--- config.mk ---
export PLATFORM = sky130hd
export DESIGN_NAME = sdc_hps_req_guard
export DESIGN_NICKNAME = d
export VERILOG_FILES = /design/src/rtl/sdc_pkg.sv /design/src/rtl/sdc_wdog.sv /design/src/rtl/sdc_hps_req_guard.sv
export SDC_FILE = /design/constraint.sdc
export NUM_CORES = 1
export LEC_CHECK = 0
export BUFFER_PORTS_ARGS = -buffer_cell sky130_fd_sc_hd__buf_2
export CAP_MARGIN = 20
export CORE_ASPECT_RATIO = 1.5
export CORE_MARGIN = 2
export CORE_UTILIZATION = 40
export CTS_CLUSTER_SIZE = 24
export DETAILED_ROUTE_END_ITERATION = 8
export SLEW_MARGIN = 10
export SYNTH_ARGS = -nofsm -noshare
export SYNTH_HDL_FRONTEND = slang
export SYNTH_HIERARCHICAL = 1
export SYNTH_SLANG_ARGS = --single-unit
--- constraint.sdc ---
create_clock -name CLK -period 3.3 [get_ports CLK]
set_input_delay 0.165 -clock CLK [delete_from_list [all_inputs] [get_ports CLK]]
set_output_delay 0.165 -clock CLK [all_outputs]
set_load 0.01 [all_outputs]
--- src/rtl/sdc_pkg.sv ---
// Shared types and constants for the SD/HPS request guard.
//   guard_state_t : request guard FSM states
//   ERR_*         : err_code values reported with xfer_err
//   SECTOR_BYTES  : bytes in one sector transfer
package sdc_pkg;

    typedef enum logic [2:0] {
        IDLE,
        ISSUE,
        WAIT_ACK,
        XFER,
        DONE,
        FAULT
    } guard_state_t;

    localparam logic [1:0] ERR_NONE    = 2'd0;
    localparam logic [1:0] ERR_NOTRDY  = 2'd1;
    localparam logic [1:0] ERR_TIMEOUT = 2'd2;
    localparam logic [1:0] ERR_SHORT   = 2'd3;

    localparam int         SECTOR_BYTES = 512;
    localparam logic [9:0] SECTOR_CNT   = 10'(SECTOR_BYTES);
    localparam logic [8:0] LAST_ADDR    = 9'(SECTOR_BYTES - 1);

endpackage

--- src/rtl/sdc_wdog.sv ---
// Saturating watchdog counter.
//   clk     : clock
//   reset   : synchronous active-high reset
//   clr     : zero the counter (wins over en)
//   en      : count one per cycle until all ones
//   expired : counter has reached 2^TIMEOUT_W-1
module sdc_wdog #(
    parameter int TIMEOUT_W = 24
) (
    input  logic clk,
    input  logic reset,
    input  logic clr,
    input  logic en,
    output logic expired
);

    logic [TIMEOUT_W-1:0] cnt;

    assign expired = &cnt;

    always_ff @(posedge clk) begin
        if (reset) begin
            cnt <= '0;
        end else if (clr) begin
            cnt <= '0;
        end else if (en && !expired) begin
            cnt <= cnt + 1'b1;
        end
    end

endmodule

--- src/rtl/sdc_hps_req_guard.sv ---
// Request guard between the SD controller block-request side and the HPS
// sd_* block interface for two drives. One transfer in flight at a time,
// mount check before issue, ack watchdog and read byte counting.
//   CLK, RESET         : clock, synchronous active-high reset
//   req_rd/req_wr      : per-drive level requests; rising edge starts a transfer
//   req_lba            : per-drive LBA, captured on acceptance
//   drive_ready        : per-drive image mounted
//   hps_rd/hps_wr      : request to HPS, dropped on ack or timeout
//   hps_lba            : LBA to HPS, stable through the transfer
//   hps_ack            : per-drive ack from HPS
//   sd_buff_wr/addr    : HPS buffer write strobe and address
//   ctl_ack            : ack of the active drive, forwarded during XFER
//   busy               : transfer in flight
//   xfer_done          : one-cycle end-of-transfer pulse
//   xfer_err, err_code : sticky error flag and cause
module sdc_hps_req_guard
    import sdc_pkg::*;
#(
    parameter int TIMEOUT_W = 24,
    parameter int NDRV      = 2
) (
    input  logic        CLK,
    input  logic        RESET,
    input  logic [1:0]  req_rd,
    input  logic [1:0]  req_wr,
    input  logic [31:0] req_lba [2],
    input  logic [1:0]  drive_ready,
    output logic [1:0]  hps_rd,
    output logic [1:0]  hps_wr,
    output logic [31:0] hps_lba [2],
    input  logic [1:0]  hps_ack,
    input  logic        sd_buff_wr,
    input  logic [8:0]  sd_buff_addr,
    output logic [1:0]  ctl_ack,
    output logic        busy,
    output logic        xfer_done,
    output logic        xfer_err,
    output logic [1:0]  err_code
);

    if (NDRV != 2) begin : g_bad_ndrv
        $error("sdc_hps_req_guard supports exactly two drives");
    end

    guard_state_t state;
    logic         drv;
    logic         dir_rd;
    logic [31:0]  lba;
    logic [1:0]   req_rd_d;
    logic [1:0]   req_wr_d;
    logic         ack_d;
    logic [9:0]   bytecnt;
    logic         last_ok;

    logic [1:0]   rd_edge;
    logic [1:0]   wr_edge;
    logic         any0;
    logic         any1;
    logic         sel_drv;
    logic         sel_rd;
    logic         ack_cur;
    logic         ack_fall;
    logic         strobe;
    logic         wdog_clr;
    logic         wdog_en;
    logic         wdog_exp;

    assign rd_edge  = req_rd & ~req_rd_d;
    assign wr_edge  = req_wr & ~req_wr_d;
    assign any0     = rd_edge[0] | wr_edge[0];
    assign any1     = rd_edge[1] | wr_edge[1];
    // drive 0 wins a same-cycle tie; on the chosen drive a read beats a write
    assign sel_drv  = ~any0;
    assign sel_rd   = sel_drv ? rd_edge[1] : rd_edge[0];

    assign ack_cur  = hps_ack[drv];
    assign ack_fall = ack_d & ~ack_cur;
    assign strobe   = (state == XFER) && sd_buff_wr && ack_cur;

    // cleared on entry to WAIT_ACK (from ISSUE) and to XFER (ack seen)
    assign wdog_clr = (state == ISSUE) || ((state == WAIT_ACK) && ack_cur);
    assign wdog_en  = (state == WAIT_ACK) || (state == XFER);

    sdc_wdog #(.TIMEOUT_W(TIMEOUT_W)) u_wdog (
        .clk     (CLK),
        .reset   (RESET),
        .clr     (wdog_clr),
        .en      (wdog_en),
        .expired (wdog_exp)
    );

    always_comb begin
        ctl_ack = '0;
        if (state == XFER) begin
            ctl_ack[drv] = hps_ack[drv];
        end
    end

    always_ff @(posedge CLK) begin
        if (RESET) begin
            state      <= IDLE;
            drv        <= 1'b0;
            dir_rd     <= 1'b0;
            lba        <= '0;
            req_rd_d   <= '0;
            req_wr_d   <= '0;
            ack_d      <= 1'b0;
            bytecnt    <= '0;
            last_ok    <= 1'b0;
            hps_rd     <= '0;
            hps_wr     <= '0;
            hps_lba[0] <= '0;
            hps_lba[1] <= '0;
            busy       <= 1'b0;
            xfer_done  <= 1'b0;
            xfer_err   <= 1'b0;
            err_code   <= ERR_NONE;
        end else begin
            // edges are tracked every cycle, so an edge seen while busy is lost
            req_rd_d  <= req_rd;
            req_wr_d  <= req_wr;
            ack_d     <= ack_cur;
            xfer_done <= 1'b0;

            if (strobe) begin
                if (bytecnt != SECTOR_CNT) begin
                    bytecnt <= bytecnt + 10'd1;
                end
                last_ok <= (sd_buff_addr == LAST_ADDR);
            end

            case (state)
                IDLE: begin
                    if (any0 || any1) begin
                        drv      <= sel_drv;
                        dir_rd   <= sel_rd;
                        lba      <= sel_drv ? req_lba[1] : req_lba[0];
                        xfer_err <= 1'b0;
                        err_code <= ERR_NONE;
                        if (!drive_ready[sel_drv]) begin
                            state     <= FAULT;
                            xfer_done <= 1'b1;
                            xfer_err  <= 1'b1;
                            err_code  <= ERR_NOTRDY;
                        end else begin
                            state <= ISSUE;
                            busy  <= 1'b1;
                        end
                    end
                end
                ISSUE: begin
                    hps_lba[drv] <= lba;
                    if (dir_rd) begin
                        hps_rd[drv] <= 1'b1;
                    end else begin
                        hps_wr[drv] <= 1'b1;
                    end
                    bytecnt <= '0;
                    last_ok <= 1'b0;
                    state   <= WAIT_ACK;
                end
                WAIT_ACK: begin
                    if (ack_cur) begin
                        hps_rd <= '0;
                        hps_wr <= '0;
                        state  <= XFER;
                    end else if (wdog_exp) begin
                        hps_rd    <= '0;
                        hps_wr    <= '0;
                        state     <= FAULT;
                        busy      <= 1'b0;
                        xfer_done <= 1'b1;
                        xfer_err  <= 1'b1;
                        err_code  <= ERR_TIMEOUT;
                    end
                end
                XFER: begin
                    if (ack_fall) begin
                        busy      <= 1'b0;
                        xfer_done <= 1'b1;
                        if (!dir_rd || ((bytecnt == SECTOR_CNT) && last_ok)) begin
                            state <= DONE;
                        end else begin
                            state    <= FAULT;
                            xfer_err <= 1'b1;
                            err_code <= ERR_SHORT;
                        end
                    end else if (wdog_exp && ack_cur) begin
                        state     <= FAULT;
                        busy      <= 1'b0;
                        xfer_done <= 1'b1;
                        xfer_err  <= 1'b1;
                        err_code  <= ERR_TIMEOUT;
                    end
                end
                DONE, FAULT: begin
                    state <= IDLE;
                end
                default: begin
                    state <= IDLE;
                end
            endcase
        end
    end

endmodule
==> impl_metrics.json <==
{
  "timing.final.hold_violations": 0,
  "antenna_found_initial": 0,
  "placed_cells": 1066,
  "hpwl_um": 11000,
  "crit_path_max_fanout": 6,
  "wire_per_inst_um": 14.2,
  "vias_per_cell": 4.95,
  "slew_viol_final": 0,
  "cts_tree": "done",
  "worstHoldPathCells": 3,
  "r2r_cells": 9,
  "clock_latency_ps": 410,
  "ir_drop_mv": 0.358,
  "cap_violations": 0,
  "wirelength_um": 15700,
  "synth_top_area_share_pct": 47.3,
  "dieArea_um2": 16900,
  "min_period_over_period_pct": 77.0,
  "first_pass_iters": 4,
  "syn_avg_cell_area_um2": 8.57,
  "start_kind": "flop",
  "grt_pass1_vias": 5030,
  "clockBufferDepth": 2,
  "stdcell_count": 1102,
  "holdPathEnd": "lba[26]$_SDFFE_PP0P_",
  "power_density_nw_per_um2": 782,
  "yosys.area.top_type": "dfxtp_1",
  "layout_commonest_cell": "buf_2",
  "antenna_cells": 0,
  "drtIter0Drc": 225,
  "slew_headroom_pct": 49.3,
  "ys_types": 58,
  "htreeDepth": 4,
  "grtUsageTotal_pct": 18.6,
  "p_leak_nw": 3.25,
  "synth-edff-count": 0,
  "final.setup.tns_ps": 0,
  "cts_root_buffer": "clkbuf_16",
  "clk_pin_slew_worst_paths_ps": 60,
  "die_height_um": 158,
  "hold_path.class": "in -> reg",
  "gp_congestion": 0.856,
  "netlist_area_um2": 6350,
  "end_kind": "flop",
  "path_class": "reg -> reg",
  "cts_sinks": 150,
  "num_vias": 5458,
  "post-place-ws_ps": 749,
  "syn-num-nets": 828,
  "port_buffers": 158,
  "tightest_slew_ps": 760,
  "row_count": 56,
  "ant_nets": 0,
  "r2r_start": "u_wdog/cnt[0]$_SDFFE_PP0P_",
  "drc": 0,
  "cts_buffers": 17,
  "grt_overflow": 0,
  "setup_viol": 0,
  "drive_gt1_share_pct": 25.1,
  "status": "finished, final reports clean",
  "asyncSetResetFlopFracSynth_pct": 0,
  "core_area_um2": 15600,
  "grt_max_degree": 61,
  "fin_ws_ps": 760,
  "rsz0062_at_grt": "no",
  "synth_warnings": 6,
  "required_ps": 3660,
  "syn_to_final_growth_pct": 24.8,
  "ys_top_cells_by_area": "dfxtp_1 47%, nand2_1 8.6%, a21oi_1 6.2%",
  "initial_core_util_pct": 40.8,
  "die_w_um": 107,
  "max_freq_ghz": 0.394,
  "period_minus_slack_ps": 2540,
  "boundaryPins": 159,
  "yosys_most_used_dff": "dfxtp_1",
  "final_cell_mix": "157 x buf_2, 150 x dfxtp_1, 146 x nand2_1",
  "cp_data_arrival_time_ps": 2900,
  "layout.nets": 973,
  "worst_r2r_endpoint": "err_code[0]$_SDFFE_PP0P_",
  "syn_inst": 741,
  "fin_skew_ps": 17.4,
  "ys_seq_area_share_pct": 47.3,
  "reg2reg_slack_ps": 760,
  "grt_pass1_wl_um": 25000,
  "ys_ff_latch": 150,
  "hold_start": "req_lba[58]"
}
-- synthesized netlist by cell type (2+ instances only) --
library cell / n
a21boi_2: 2
nor3b_1: 2
nor2_1: 73
a2111oi_2: 2
nand2b_1: 5
o211ai_1: 3
inv_1: 11
nand3_1: 14
nand3b_1: 2
nor4bb_1: 2
or3_1: 7
o21ai_0: 3
o21a_1: 4
or4_1: 2
nor2b_1: 10
xor2_1: 11
nand4_1: 13
a21oi_2: 2
mux2i_1: 33
buf_4: 3
a211oi_1: 37
and3_1: 7
nor3_2: 2
o21ai_1: 6
ha_1: 3
buf_2: 17
and2_1: 8
nor4_1: 2
nand2_1: 146
clkbuf_1: 28
a21oi_1: 79
a31oi_1: 3
dfxtp_1: 150
xnor2_1: 10
and4_1: 6
nor3_1: 11
-- cells by family (layout without fill, tap and decap cells) --
group | Yosys count | in the layout | share of synthesized area, %
XOR/XNOR | 21 | 21 | 2.90
AO/OA/AOI/OAI | 152 | 152 | 15.6
adder cells (fa/ha/maj) | 3 | 3 | 0.591
flip-flops | 150 | 150 | 47.3
AND/OR/NAND/NOR | 320 | 320 | 23.8
buffers and inverters | 60 | 218 | 4.18
multiplexers | 35 | 35 | 5.66
-- layout make-up --
class / count / area [um2]
flip-flops and latches: 150 / 3000
clock buffers: 17 / 425
well taps: 203 / 254
fillers: 1576 / 7630
multi-input cells: 531 / 3100
inverters: 11 / 41.3
clock inverters: 15 / 160
repair buffers: 175 / 943
-- through the flow --
| stage | instance area, um2 | total power, mW | hold slack [ps] | util [%] |
|---|---|---|---|---|
| after floorplan | 6350 | 3.76 | 293 | - |
| after global placement | 7300 | 4.33 | 387 | 46.9 |
| after detailed placement | 7300 | 4.36 | 393 | 46.9 |
| after CTS | 7930 | 6.29 | 89.4 | 51.0 |
| after global routing | 7930 | 6.61 | 92.5 | 51.0 |
| final | 7930 | 6.20 | 97.3 | 51.0 |
-- critical path, stage by stage (launching register included) --
cell,delay (ps)
dfxtp_1,380
ha_1,190
and3_1,250
and2_1,240
and3_1,220
nor4bb_1,60
mux2_4,320
a311oi_4,390
a21boi_2,280
o211a_1,150
-- worst max-delay path by stage --
stage	start	endpoint	slack, ps
final	u_wdog/cnt[0]$_SDFFE_PP0P_	err_code[0]$_SDFFE_PP0P_	760
after global routing	u_wdog/cnt[0]$_SDFFE_PP0P_	err_code[0]$_SDFFE_PP0P_	540
after CTS	u_wdog/cnt[0]$_SDFFE_PP0P_	err_code[0]$_SDFFE_PP0P_	720
after detailed placement	u_wdog/cnt[0]$_SDFFE_PP0P_	err_code[0]$_SDFFE_PP0P_	750
after global placement	u_wdog/cnt[0]$_SDFFE_PP0P_	err_code[0]$_SDFFE_PP0P_	820
after floorplan	u_wdog/cnt[10]$_SDFFE_PP0P_	err_code[0]$_SDFFE_PP0P_	920
-- state kept, by name (all words and copies together), names as in the netlist --
register / flops
state: 3
ack_d: 1
hps_rd: 2
drv: 1
busy: 1
req_wr_d: 2
xfer_done: 1
req_rd_d: 2
u_wdog/cnt: 24
hps_wr: 2
last_ok: 1
dir_rd: 1
lba: 32
bytecnt: 10
err_code: 2
xfer_err: 1
hps_lba: 64
-- power by group --
part           switching [mW]  internal [mW]
sequential              0.307           2.20
clock                   0.832           1.07
combinational            1.11          0.673
total                    2.25           3.95
-- routing by layer --
layer / GRT usage, % / wire [um] / vias to the layer above
met5: 0 / 0 / -
met1: 22.7 / 6900 / 2483
met3: 3.32 / 485 / 14
met4: 6.49 / 208 / 0
li1: - / - / 2874
met2: 32.8 / 8070 / 87
-- timing repair --
action	4_1_cts	5_1_grt
hold buffers	4	0
endpoints found under the hold margin	4	0
resized for setup	0	0
setup buffers	0	0
Note: power is estimated with default switching activity, not from simulation.
